--- src/rtl/ladybird_debug_bridge_pkg.sv ---
// Shared constants and types for the ladybird debug bridge:
// the command/reply byte codes, the bus width and the FSM state encoding.
package ladybird_config;

  localparam int unsigned XLEN = 32;

  localparam logic [7:0] CMD_WRITE = 8'h57;  // 'W'
  localparam logic [7:0] CMD_READ  = 8'h52;  // 'R'
  localparam logic [7:0] RSP_OK    = 8'h4B;  // 'K'
  localparam logic [7:0] RSP_ERR   = 8'h3F;  // '?'

  typedef enum logic [2:0] {
    ST_IDLE     = 3'd0,
    ST_ADDR     = 3'd1,
    ST_DATA     = 3'd2,
    ST_BUS_REQ  = 3'd3,
    ST_BUS_WAIT = 3'd4,
    ST_REPLY    = 3'd5
  } state_t;

  function automatic logic is_command(input logic [7:0] b);
    return (b == CMD_WRITE) || (b == CMD_READ);
  endfunction

endpackage

--- src/rtl/ladybird_debug_reply.sv ---
// Reply serialiser: loads 1..4 bytes and offers them LSB first over a
// valid/ready byte channel, holding each byte stable until accepted.
module ladybird_debug_reply (
  input  logic        clk,
  input  logic        rst,
  input  logic        load_i,
  input  logic [2:0]  len_i,
  input  logic [31:0] bytes_i,
  input  logic        tx_ready_i,
  output logic        tx_valid_o,
  output logic [7:0]  tx_data_o,
  output logic        last_o
);

  logic [23:0] shift_q;
  logic [2:0]  left_q;
  logic        valid_q;
  logic [7:0]  data_q;

  always_ff @(posedge clk) begin
    if (rst) begin
      shift_q <= '0;
      left_q  <= '0;
      valid_q <= 1'b0;
      data_q  <= '0;
    end else if (load_i) begin
      data_q  <= bytes_i[7:0];
      shift_q <= bytes_i[31:8];
      left_q  <= len_i;
      valid_q <= 1'b1;
    end else if (valid_q && tx_ready_i) begin
      if (left_q == 3'd1) begin
        valid_q <= 1'b0;
        left_q  <= '0;
      end else begin
        // Next byte is presented in the cycle following acceptance.
        data_q  <= shift_q[7:0];
        shift_q <= {8'h00, shift_q[23:8]};
        left_q  <= left_q - 3'd1;
      end
    end
  end

  assign tx_valid_o = valid_q;
  assign tx_data_o  = data_q;
  assign last_o     = valid_q && tx_ready_i && (left_q == 3'd1);

endmodule

--- src/rtl/ladybird_debug_bridge.sv ---
// Byte-stream debug bridge: parses 'W'/'R' commands from a serial receiver,
// performs one bus access per command and serialises the reply bytes.
module ladybird_debug_bridge #(
  parameter int unsigned XLEN    = 32,
  parameter logic [15:0] TIMEOUT = 16'hFFFF
) (
  input  logic            clk,
  input  logic            rst,
  input  logic            rx_valid,
  input  logic [7:0]      rx_data,
  output logic            tx_valid,
  input  logic            tx_ready,
  output logic [7:0]      tx_data,
  output logic            bus_valid,
  input  logic            bus_ready,
  output logic            bus_we,
  output logic [XLEN-1:0] bus_addr,
  output logic [XLEN-1:0] bus_wdata,
  output logic [3:0]      bus_wstrb,
  input  logic            bus_rvalid,
  input  logic [XLEN-1:0] bus_rdata,
  output logic            busy,
  output logic            overrun
);

  import ladybird_config::*;

  state_t          state_q;
  logic [1:0]      cnt_q;
  logic [15:0]     idle_q;
  logic            is_write_q;
  logic [XLEN-1:0] addr_q;
  logic [XLEN-1:0] wdata_q;
  logic            bus_valid_q;
  logic            bus_we_q;
  logic [XLEN-1:0] bus_addr_q;
  logic [XLEN-1:0] bus_wdata_q;
  logic [3:0]      bus_wstrb_q;
  logic            overrun_q;

  logic            reply_load_d;
  logic [2:0]      reply_len_d;
  logic [31:0]     reply_bytes_d;
  logic            reply_last;

  // Reply loads coincide with the FSM edges that enter REPLY.
  always_comb begin
    reply_load_d  = 1'b0;
    reply_len_d   = 3'd1;
    reply_bytes_d = '0;
    case (state_q)
      ST_IDLE: begin
        if (rx_valid && !is_command(rx_data)) begin
          reply_load_d  = 1'b1;
          reply_bytes_d = {24'h0, RSP_ERR};
        end
      end
      ST_BUS_REQ: begin
        if (bus_valid_q && bus_ready && bus_we_q) begin
          reply_load_d  = 1'b1;
          reply_bytes_d = {24'h0, RSP_OK};
        end
      end
      ST_BUS_WAIT: begin
        if (bus_rvalid) begin
          reply_load_d  = 1'b1;
          reply_len_d   = 3'd4;
          reply_bytes_d = bus_rdata;
        end
      end
      default: ;
    endcase
  end

  always_ff @(posedge clk) begin
    if (rst) begin
      state_q     <= ST_IDLE;
      cnt_q       <= '0;
      idle_q      <= '0;
      is_write_q  <= 1'b0;
      addr_q      <= '0;
      wdata_q     <= '0;
      bus_valid_q <= 1'b0;
      bus_we_q    <= 1'b0;
      bus_addr_q  <= '0;
      bus_wdata_q <= '0;
      bus_wstrb_q <= '0;
      overrun_q   <= 1'b0;
    end else begin
      if (rx_valid && (state_q == ST_BUS_REQ || state_q == ST_BUS_WAIT ||
                       state_q == ST_REPLY)) begin
        overrun_q <= 1'b1;
      end
      case (state_q)
        ST_IDLE: begin
          if (rx_valid) begin
            if (is_command(rx_data)) begin
              is_write_q <= (rx_data == CMD_WRITE);
              cnt_q      <= '0;
              idle_q     <= '0;
              state_q    <= ST_ADDR;
            end else begin
              state_q <= ST_REPLY;
            end
          end
        end
        ST_ADDR, ST_DATA: begin
          if (rx_valid) begin
            idle_q <= '0;
            cnt_q  <= cnt_q + 2'd1;
            if (state_q == ST_ADDR) begin
              addr_q[{cnt_q, 3'b000} +: 8] <= rx_data;
            end else begin
              wdata_q[{cnt_q, 3'b000} +: 8] <= rx_data;
            end
            if (cnt_q == 2'd3) begin
              if (state_q == ST_ADDR && is_write_q) begin
                state_q <= ST_DATA;
              end else begin
                // Bus fields are frozen here and held through the handshake.
                state_q     <= ST_BUS_REQ;
                bus_we_q    <= is_write_q;
                bus_wstrb_q <= is_write_q ? 4'hF : 4'h0;
                bus_addr_q  <= (state_q == ST_ADDR) ? {rx_data, addr_q[23:0]} : addr_q;
                bus_wdata_q <= (state_q == ST_DATA) ? {rx_data, wdata_q[23:0]} : '0;
              end
            end
          end else if (idle_q == TIMEOUT - 16'd1) begin
            state_q <= ST_IDLE;
            cnt_q   <= '0;
            idle_q  <= '0;
          end else begin
            idle_q <= idle_q + 16'd1;
          end
        end
        ST_BUS_REQ: begin
          if (!bus_valid_q) begin
            bus_valid_q <= 1'b1;
          end else if (bus_ready) begin
            bus_valid_q <= 1'b0;
            state_q     <= bus_we_q ? ST_REPLY : ST_BUS_WAIT;
          end
        end
        ST_BUS_WAIT: begin
          if (bus_rvalid) begin
            state_q <= ST_REPLY;
          end
        end
        ST_REPLY: begin
          if (reply_last) begin
            state_q <= ST_IDLE;
          end
        end
        default: state_q <= ST_IDLE;
      endcase
    end
  end

  ladybird_debug_reply u_reply (
    .clk        (clk),
    .rst        (rst),
    .load_i     (reply_load_d),
    .len_i      (reply_len_d),
    .bytes_i    (reply_bytes_d),
    .tx_ready_i (tx_ready),
    .tx_valid_o (tx_valid),
    .tx_data_o  (tx_data),
    .last_o     (reply_last)
  );

  assign bus_valid = bus_valid_q;
  assign bus_we    = bus_we_q;
  assign bus_addr  = bus_addr_q;
  assign bus_wdata = bus_wdata_q;
  assign bus_wstrb = bus_wstrb_q;
  assign overrun   = overrun_q;
  assign busy      = (state_q != ST_IDLE);

endmodule

--- config.mk ---
export PLATFORM = sky130hd
export DESIGN_NAME = ladybird_debug_bridge
export DESIGN_NICKNAME = d
export VERILOG_FILES = /design/src/rtl/ladybird_debug_bridge_pkg.sv /design/src/rtl/ladybird_debug_reply.sv /design/src/rtl/ladybird_debug_bridge.sv
export SDC_FILE = /design/constraint.sdc
export NUM_CORES = 1
export LEC_CHECK = 0
export ABC_CLOCK_PERIOD_IN_PS = 3500
export CORE_ASPECT_RATIO = 1.75
export CORE_MARGIN = 2
export CORE_UTILIZATION = 41
export DETAILED_ROUTE_END_ITERATION = 16
export DONT_BUFFER_PORTS = 1
export PLACE_DENSITY = 0.62
export SKIP_LAST_GASP = 1
export SYNTH_ARGS = -nofsm -noshare
export SYNTH_HDL_FRONTEND = slang
export SYNTH_SLANG_ARGS = --single-unit
--- constraint.sdc ---
create_clock -name clk -period 3.5 [get_ports clk]
set_input_delay 0.525 -clock clk [delete_from_list [all_inputs] [get_ports clk]]
set_output_delay 0.525 -clock clk [all_outputs]
set_load 0.005 [all_outputs]
After elaboration in Yosys (flattened, before gate mapping)
Cells that the tools add are included.

operators by class
  add/subtract/negate cells = 4
  eq/ne operators = 19
  shifts and indexed selects = 2
  muxes and demuxes = 51
  bitwise operators = 2
  reductions and logical operators = 26

operators by type and width
  operator                  count
  $mux W32                  3
  $pmux W32 S3              1
  $mux W24                  3
  $bwmux W32                2
  $mux W16                  4
  $mux W3                   14
  $pmux W16 S2              1
  $shift A8 B7 Y32 const A  1
  $shiftx A8 B7 Y32         1
  $mux W8                   3
  $add A16 B1 Y16 const B   1
  $eq A16 B16 Y1 const B    1
  $eq A8 B7 Y1 const B      2
  $pmux W3 S5               1
  $ne A2 B2 Y1 const B      7
  $reduce_and A3 Y1         4
  $mux W1                   10
  $mux W2                   4
  $reduce_and A4 Y1         2
  $logic_and A1 B1 Y1       7
  $mux W7                   1
  $neg A5 Y7                1
  $reduce_and A7 Y1         1
  $eq A3 B1 Y1 const B      2
  18 further kinds          27

storage, ports and cells
  bits in registers = 193
  logic and storage cells = 120

Longest topological paths before layout
Gate-level depths: netlist of run 1.

  word-level depth = 8
  mapped depth = 9
  mapped depth without buffers = 7

By module
Synthesis of run 1 repeated with hierarchy kept, for this count alone.

unflattened totals
  cell total of the unflattened synthesis = 974
  area, all modules = 8025.2 um^2

by module, submodules not included
  module                 times used  cells each  area each (um^2)  seq. area each (um^2)
  ladybird_debug_bridge  1           776         6149.6            2902.8
  ladybird_debug_reply   1           198         1875.5            720.7

Least setup slack after synthesis of run 1
No wires, ideal clock.

  path kind = in2reg
  start point = input port rx_data[5]
  end point = register u_reply.shift_q[12]
  library setup time = 70 ps
  arrival = 1912 ps
  data required time = 3430 ps
  path slack = 1518 ps
  stages = 8
  buffers on the path = 3
  cells stage by stage = clkbuf_1 > nand4bb_4 > o31ai_4 > and3_1 > buf_2 > buf_6 > o21ai_1 > a21oi_1

between the ends
  longest elaborated chain between the ends = 8
  elaborated cells on any way between the ends = 11
  classes of those cells = eq/ne (3); mux (3); reduce/logical (5)

ends and longest elaborated chain
  element                                                                     line                             source
  start: declaration                                                          ladybird_debug_bridge.sv:10      input logic [7:0] rx_data,
  $eq A8 B7 Y1                                                                ladybird_debug_bridge_pkg.sv:22  return (b == CMD_WRITE) || (b == CMD_READ);
  $logic_or A1 B1 Y1 (*)                                                      ladybird_debug_bridge_pkg.sv:22
  $logic_not A1 Y1 (*)                                                        ladybird_debug_bridge.sv:53      if (rx_valid && !is_command(rx_data)) begin
  $logic_and A1 B1 Y1 (*)                                                     ladybird_debug_bridge.sv:53
  $mux W1 (*)                                                                 ladybird_debug_bridge.sv:53
  $pmux W1 S3 (*)                                                             ladybird_debug_bridge.sv:51      case (state_q)
  $ne A2 B2 Y1 (no source line) / $reduce_bool A2 Y1 (equally long branches)  n/a
  $reduce_and A2 Y1 (no source line)                                          n/a
  end signal: assignment                                                      ladybird_debug_reply.sv:28       shift_q <= bytes_i[31:8];
  end signal: assignment                                                      ladybird_debug_reply.sv:38       shift_q <= {8'h00, shift_q[23:8]};
  end: declaration                                                            ladybird_debug_reply.sv:15       logic [23:0] shift_q;

Mark *: on every way between the ends. The rest lies on a longest branch, timed or not.
A chain may end at the register's enable or synchronous reset.

Final worst setup path of run 1
  start point = register state_q[0]
  end point = register u_reply.shift_q[19]

between the ends
  longest elaborated chain between the ends = 4
  elaborated cells on any way between the ends = 9
  classes of those cells = eq/ne (3); mux (3); reduce/logical (3)

ends and longest elaborated chain
  element                                                                     line                          source
  start: declaration                                                          ladybird_debug_bridge.sv:28   state_t state_q;
  start signal: assignment                                                    ladybird_debug_bridge.sv:141  state_q <= bus_we_q ? ST_REPLY : ST_BUS_WAIT;
  $eq A3 B3 Y1 (tied with other cells)                                        ladybird_debug_bridge.sv:51
  $pmux W1 S3                                                                 ladybird_debug_bridge.sv:51
  $ne A2 B2 Y1 (no source line) / $reduce_bool A2 Y1 (equally long branches)  n/a
  $reduce_and A2 Y1 (no source line)                                          n/a

Several ways; a longest one is shown, not always the timed one.

==> summary.md, run 1 <==
| Metric | Value |
|---|---|
| Drt total wl | 18800 um |
| Hold Slack | approximately 0.16 ns |
| Cells after synthesis | 923 |
| CTS root buf | clkbuf_16 |
| Status | finished clean |
| Total core area | around 18000 um^2 |
| Fin cells | about 1100 |
| Slew @ Worst Pin | ~0.94 ns |
| Vias per cell | 5.43 |
| Placed Area | 7630 um^2 |
| Final Core Density | a little under half |
| Synthesized area | ~7600 um^2 |
| Cells after DPL | ~1100 |
| Synth top cells by count | dfxtp_1 (181), nand2_1 (176), a21oi_1 (146) |
| I/O pin count | about 130 |
| Fin. max-slew vios | 0 |
| FF+latch count, synth | between 150 and 200 |
| Yosys warnings | 0 |
| Number of diodes | 0 |
| Switching share of power | between 30% and 40% |
| Ys async rst share | 0% |
| Switching power | around 1.6 mW |
| Tcrit/Tclk final | roughly 76% |
| Min cycle time layout | ~2.7 ns |
| Post-route ant nets | 0 |
| Reg power frac | between 40 and 50% |
| Internal power | 3.54 mW |
| Synth-to-Final Area Change | 8.58% |
| Most area-consuming cells after synthesis | dfxtp_1 (48%), a21oi_1 (9.7%), nand2_1 (8.7%) |
| Peak supply drop | about 0.50 mV |
| Rel. slew slack | 36.7% |
| Most frequent cell after synthesis | dfxtp_1 |
| Pwr/cell area | between 600 and 700 nW/um^2 |
| Setup violations, final | 0 |
| GPL Wtd Cong | approximately 0.8 |
| Total GRT Usage | about a fifth |
| Dpl ws | roughly 0.85 ns |
| FMAX | 375 MHz |
| TritonCTS clock tree | yes |
| Yosys top cell area share | a little under half |
| Final WS setup | roughly 0.84 ns |
| Pre-antenna DRT Iters | 4 |
| Post-Route Setup TNS | 0 ns |
| Worst Path Required | between 3 and 4 ns |
| Total power | around 5.2 mW |
| DP HPWL | between 10000 and 15000 um |
| Clock transition at path regs | 0.08 ns |
| Hold WC Path Type | input port to flip-flop |
| H-tree depth | 4 |
| Mapped Avg Cell Area | ~8.2 um^2 |
| Number of max-cap violations | 0 |
| Buffers on Ports | 0 |
| Die W | 107 um |
| Sequential Area | between 3000 and 4000 um^2 |
| Global-route wire length before repair | just over 30000 um |
| Final hold vios | 0 |
| Comb power frac | around 18% |
| RSZ-0062 raised after global routing | no |
| Setup Skew | 0.00980 ns |
| GRT overflow | 0 |
| Startpoint Class | flip-flop |
| Setup Crit Path Kind | flip-flop to flip-flop |
| CP arrival | a little over 3 ns |
| Iter 0 DRT Violations | 400 |
| Die Height | 184 um |
| Reg-to-reg critical path startpoint | state_q[0] |
| Vias in the first global route | around 5900 |
| Final Cell Area | just over 8000 um^2 |
| Clock Tree Buf Depth | 2 |
| Area leader, netlist | dfxtp_1 |
| Hold Crit Depth | 1 |
| Clock network power share | roughly 36% |
| Inserted Clock Buffers | 17 |
| Register area share after synthesis | roughly 48% |
| Unique masters post-synth | 58 |
| # resized after CTS | 0 |
| Initial Util | approximately two fifths |
| Hold Path End | overrun |
| CTS Hold Buffers Added | 0 |
| CP max FO | 21 |
| Fillers | ~1800 |
| R2R cell count | 6 |
| Worst R2R Setup Slack | between 0.8 and 0.9 ns |
| Static Leakage | about 2.7 nW |
| Die ar. | between 15000 and 20000 um^2 |
| Post-CTS Setup Inserts | 0 |
| Row Count | 65 |
| Layout cells sized above 1 | 7.95% |
| Hold_sp | rst |
| Reg2Reg Capture Point | u_reply.shift_q[19] |
| Total clock sinks | roughly 180 |
| Largest net degree at the start of global routing | ~150 |
| # DRC | 0 |
| EDFF count, synth | 0 |
| Final net count | around 940 |
| Syn_nets | around 980 |
| Crit end category | flip-flop |
| Antenna violations before repair | 0 |
| Multi-input logic area | approximately 3600 um^2 |
| Top FF cell, synth | dfxtp_1 |
| Wirelength per Cell | between 15 and 20 um |
| Vias | between 6000 and 7000 |
| Clk Latency, worst-skew pair | 0.44 ns |
-- area by class of cell --
| type | count | area share, % |
|---|---|---|
| multi-input cells | 656 | 43.7 |
| clock inverters | 15 | 1.75 |
| well taps | 234 | 3.57 |
| clock buffers | 17 | 5.19 |
| inverters | 12 | 0.549 |
| flip-flops and latches | 181 | 44.2 |
| repair buffers | 12 | 1.10 |
-- logic make-up (layout without fill, tap and decap cells) --
logic type               count (synthesis)  count (layout)  synth area share, %
buffers and inverters                   86              56                 5.08
flip-flops                             181             181                 48.0
adder cells (fa/ha/maj)                  9               9                 1.49
AND/OR/NAND/NOR                        390             390                 24.3
XOR/XNOR                                 3               3                0.596
AO/OA/AOI/OAI                          234             234                 17.8
multiplexers                            20              20                 2.77
-- placed cells by master (no fill, tap or decap), drive strengths merged, types with 4 or more instances in the layout --
cell type    n
inv         19
ha           9
buf         12
a211oi      17
a22oi        4
mux2i       13
nand2b       7
nor3        15
clkbuf      17
and2         6
and3         5
a22o        10
o21ai       34
nand3      109
a21oi      149
mux2         7
nor3b        4
clkinv       5
dfxtp      181
a31oi        5
nand2      176
nor2        42
nor4         4
nand4        7
-- how the worst max path moves through the flow --
stage,start,end,slack (ns),cells past startpoint
after floorplan,rx_data[5],u_reply.shift_q[12],1.52,8
after global placement,state_q[0],bus_addr[0],0.92,6
after detailed placement,state_q[0],u_reply.shift_q[23],0.85,6
after CTS,state_q[0],u_reply.shift_q[23],0.82,6
after global routing,state_q[0],u_reply.shift_q[20],0.51,6
final,state_q[0],u_reply.shift_q[19],0.84,6
-- worst max-delay path, stage by stage, from the launching register on --
cell and delay, ns:
dfxtp_1 0.82, nor4bb_2 0.12, buf_4 0.21, a41oi_1 0.44
nand3_2 0.40, nor2_2 0.41, a22o_1 0.20
-- power groups by stage --
| stage | Clock (mW) | Sequential [mW] | Combinational (mW) |
|---|---|---|---|
| finish | 1.86 | 2.40 | 0.903 |
| global route | 1.98 | 2.43 | 1.03 |
| CTS | 1.89 | 2.40 | 0.912 |
| detailed placement | 0 | 2.45 | 0.908 |
| global placement | 0 | 2.45 | 0.897 |
| floorplan | 0 | 2.36 | 0.823 |
-- flip-flops by register name (all words and copies together) (netlist names), 2 cells and up --
signal / flops
addr_q: 32
bus_addr: 32
cnt_q: 2
idle_q: 16
wdata_q: 24
state_q: 3
u_reply.shift_q: 24
u_reply.tx_data_o: 8
bus_wdata: 32
u_reply.left_q: 3
-- routing by layer --
| layer | up-vias | global-route usage (%) | part of all wire (%) |
|---|---|---|---|
| met3 | 30 | 5.96 | 5.6 |
| met4 | 0 | 7.84 | 3.1 |
| met1 | 2835 | 21.8 | 40 |
| li1 | 3122 | - | - |
| met2 | 132 | 34.3 | 51 |
| met5 | - | 0 | 0 |
No activity file was read; power rests on OpenSTA's default activity.
==> run 2, diff against run 1 <==
ABC_CLOCK_PERIOD_IN_PS = 2800   (was 3500)
clock period = 2.8 ns   (was 3.5 ns; I/O delays follow)
==> summary.md, run 2 (same netlist as run 1, synthesis figures left out) <==
| Metric | Value |
|---|---|
| Global-route wire length before repair | roughly 31000 um |
| Sequential Area | 3620 um^2 |
| Number of max-cap violations | 0 |
| Slew @ Worst Pin | between 1 and 1.5 ns |
| Clock network power share | between 30% and 40% |
| Cells after DPL | 1100 |
| Fillers | 1799 |
| Switching share of power | ~29% |
| Die W | between 100 and 150 um |
| # resized after CTS | 0 |
| Clock transition at path regs | ~0.070 ns |
| Largest net degree at the start of global routing | around 150 |
| Placed Area | ~7700 um^2 |
| Internal power | approximately 4.8 mW |
| Hold Path End | overrun |
| Dpl ws | a little over 0.3 ns |
| Number of diodes | 0 |
| Pwr/cell area | between 800 and 900 nW/um^2 |
| Iter 0 DRT Violations | 443 |
| Post-Route Setup TNS | 0 ns |
| Final hold vios | 0 |
| Total clock sinks | ~180 |
| CTS Hold Buffers Added | 0 |
| Synth-to-Final Area Change | 10.3% |
| DP HPWL | between 10000 and 15000 um |
| Final net count | 940 |
| Rel. slew slack | between 20 and 30% |
| Setup violations, final | 0 |
| Vias per cell | around 5.5 |
| Crit end category | flip-flop |
| Hold Crit Depth | 1 |
| Fin. max-slew vios | 0 |
| CTS root buf | clkbuf_16 |
| Switching power | between 1.5 and 2 mW |
| Final WS setup | 0.289 ns |
| Inserted Clock Buffers | 17 |
| Worst R2R Setup Slack | roughly 0.29 ns |
| Reg2Reg Capture Point | u_reply.shift_q[23] |
| FMAX | between 300 and 400 MHz |
| # DRC | 0 |
| Post-route ant nets | 0 |
| GRT overflow | 0 |
| Clock Tree Buf Depth | 2 |
| Die Height | approximately 180 um |
| TritonCTS clock tree | yes |
| Reg power frac | about 44% |
| Vias in the first global route | slightly above 6000 |
| Final Cell Area | between 8000 and 9000 um^2 |
| Status | finished clean |
| Setup Skew | about 0.011 ns |
| Initial Util | between 40% and 50% |
| Wirelength per Cell | 16.9 um |
| Clk Latency, worst-skew pair | ~0.43 ns |
| Comb power frac | ~18% |
| RSZ-0062 raised after global routing | no |
| Total power | between 6 and 7 mW |
| Hold_sp | rst |
| Antenna violations before repair | 0 |
| Pre-antenna DRT Iters | 4 |
| Commonest non-fill, non-tap cells in the layout | dfxtp_1 (181), nand2_1 (176), a21oi_1 (146) |
| CP arrival | around 2.9 ns |
| Commonest non-fill, non-tap cell in the layout | dfxtp_1 |
| I/O pin count | about 130 |
| Startpoint Class | flip-flop |
| Multi-input logic area | about 3600 um^2 |
| Tcrit/Tclk final | 89.7% |
| Row Count | between 60 and 70 |
| Worst Path Required | 3.17 ns |
| CP max FO | 19 |
| Peak supply drop | 0.416 mV |
| Buffers on Ports | 0 |
| H-tree depth | 4 |
| R2R cell count | 5 |
| Fin cells | roughly 1100 |
| Total GRT Usage | approximately 20% |
| Setup Crit Path Kind | flip-flop to flip-flop |
| Reg-to-reg critical path startpoint | state_q[1] |
| GPL Wtd Cong | roughly 0.81 |
| Post-CTS Setup Inserts | 0 |
| Drt total wl | ~19000 um |
| Layout cells sized above 1 | 8.46% |
| Total core area | roughly 18000 um^2 |
| Hold WC Path Type | input port to flip-flop |
| Vias | approximately 6200 |
| Min cycle time layout | 2.51 ns |
| Static Leakage | 2.75 nW |
| Die ar. | 19600 um^2 |
==> run 2: per-layer routing <==
layer  up-vias  track usage (%)  share of wire [%]
met3        38             5.67                5.7
li1       3128                -                  -
met5         -                0                  0
met1      2907             22.4                 40
met4         0             10.4                4.1
met2       143             33.9                 50
==> run 2: cell type report <==
| type | instances | share of cell area (%) |
|---|---|---|
| Multi-Input combinational cell | 656 | 43.0 |
| Clock inverter | 13 | 2.33 |
| Timing Repair Buffer | 17 | 1.68 |
| Sequential cell | 181 | 43.5 |
| Tap cell | 234 | 3.51 |
| Clock buffer | 19 | 5.44 |
| Inverter | 12 | 0.541 |
==> run 2: power by group through the flow <==
stage | sequential, mW | clock (mW) | combinational [mW]
floorplan | 2.95 | 0 | 1.03
global placement | 3.02 | 0 | 1.21
detailed placement | 3.02 | 0 | 1.22
CTS | 2.97 | 2.66 | 1.23
global route | 3.00 | 2.78 | 1.37
finish | 2.97 | 2.61 | 1.21
==> run 2: worst max path at each step <==
stage	startpoint	end	slack [ns]	cells past startpoint
finish	state_q[1]	u_reply.shift_q[23]	0.29	5
global route	state_q[1]	bus_addr[20]	0.01	5
CTS	state_q[1]	u_reply.shift_q[20]	0.26	5
detailed placement	state_q[1]	u_reply.shift_q[20]	0.31	5
global placement	state_q[1]	bus_addr[10]	0.40	5
floorplan	cnt_q[0]	addr_q[10]	0.85	6
==> run 2: per-stage QoR <==
step                      utilization (%)  hold slack [ns]
final                                46.1           0.0753
after global routing                 46.1           0.0506
after CTS                            46.1           0.0565
after detailed placement             42.6            0.438
after global placement               42.6            0.434
after floorplan                         -            0.431
==> run 2: worst max-delay path, cell delays in order, from the launching register on <==
cell and delay (ns):
dfxtp_1 0.79, nor4bb_2 0.15, a41oi_1 0.50, nand3_2 0.41
nor2_2 0.41, a22o_1 0.20
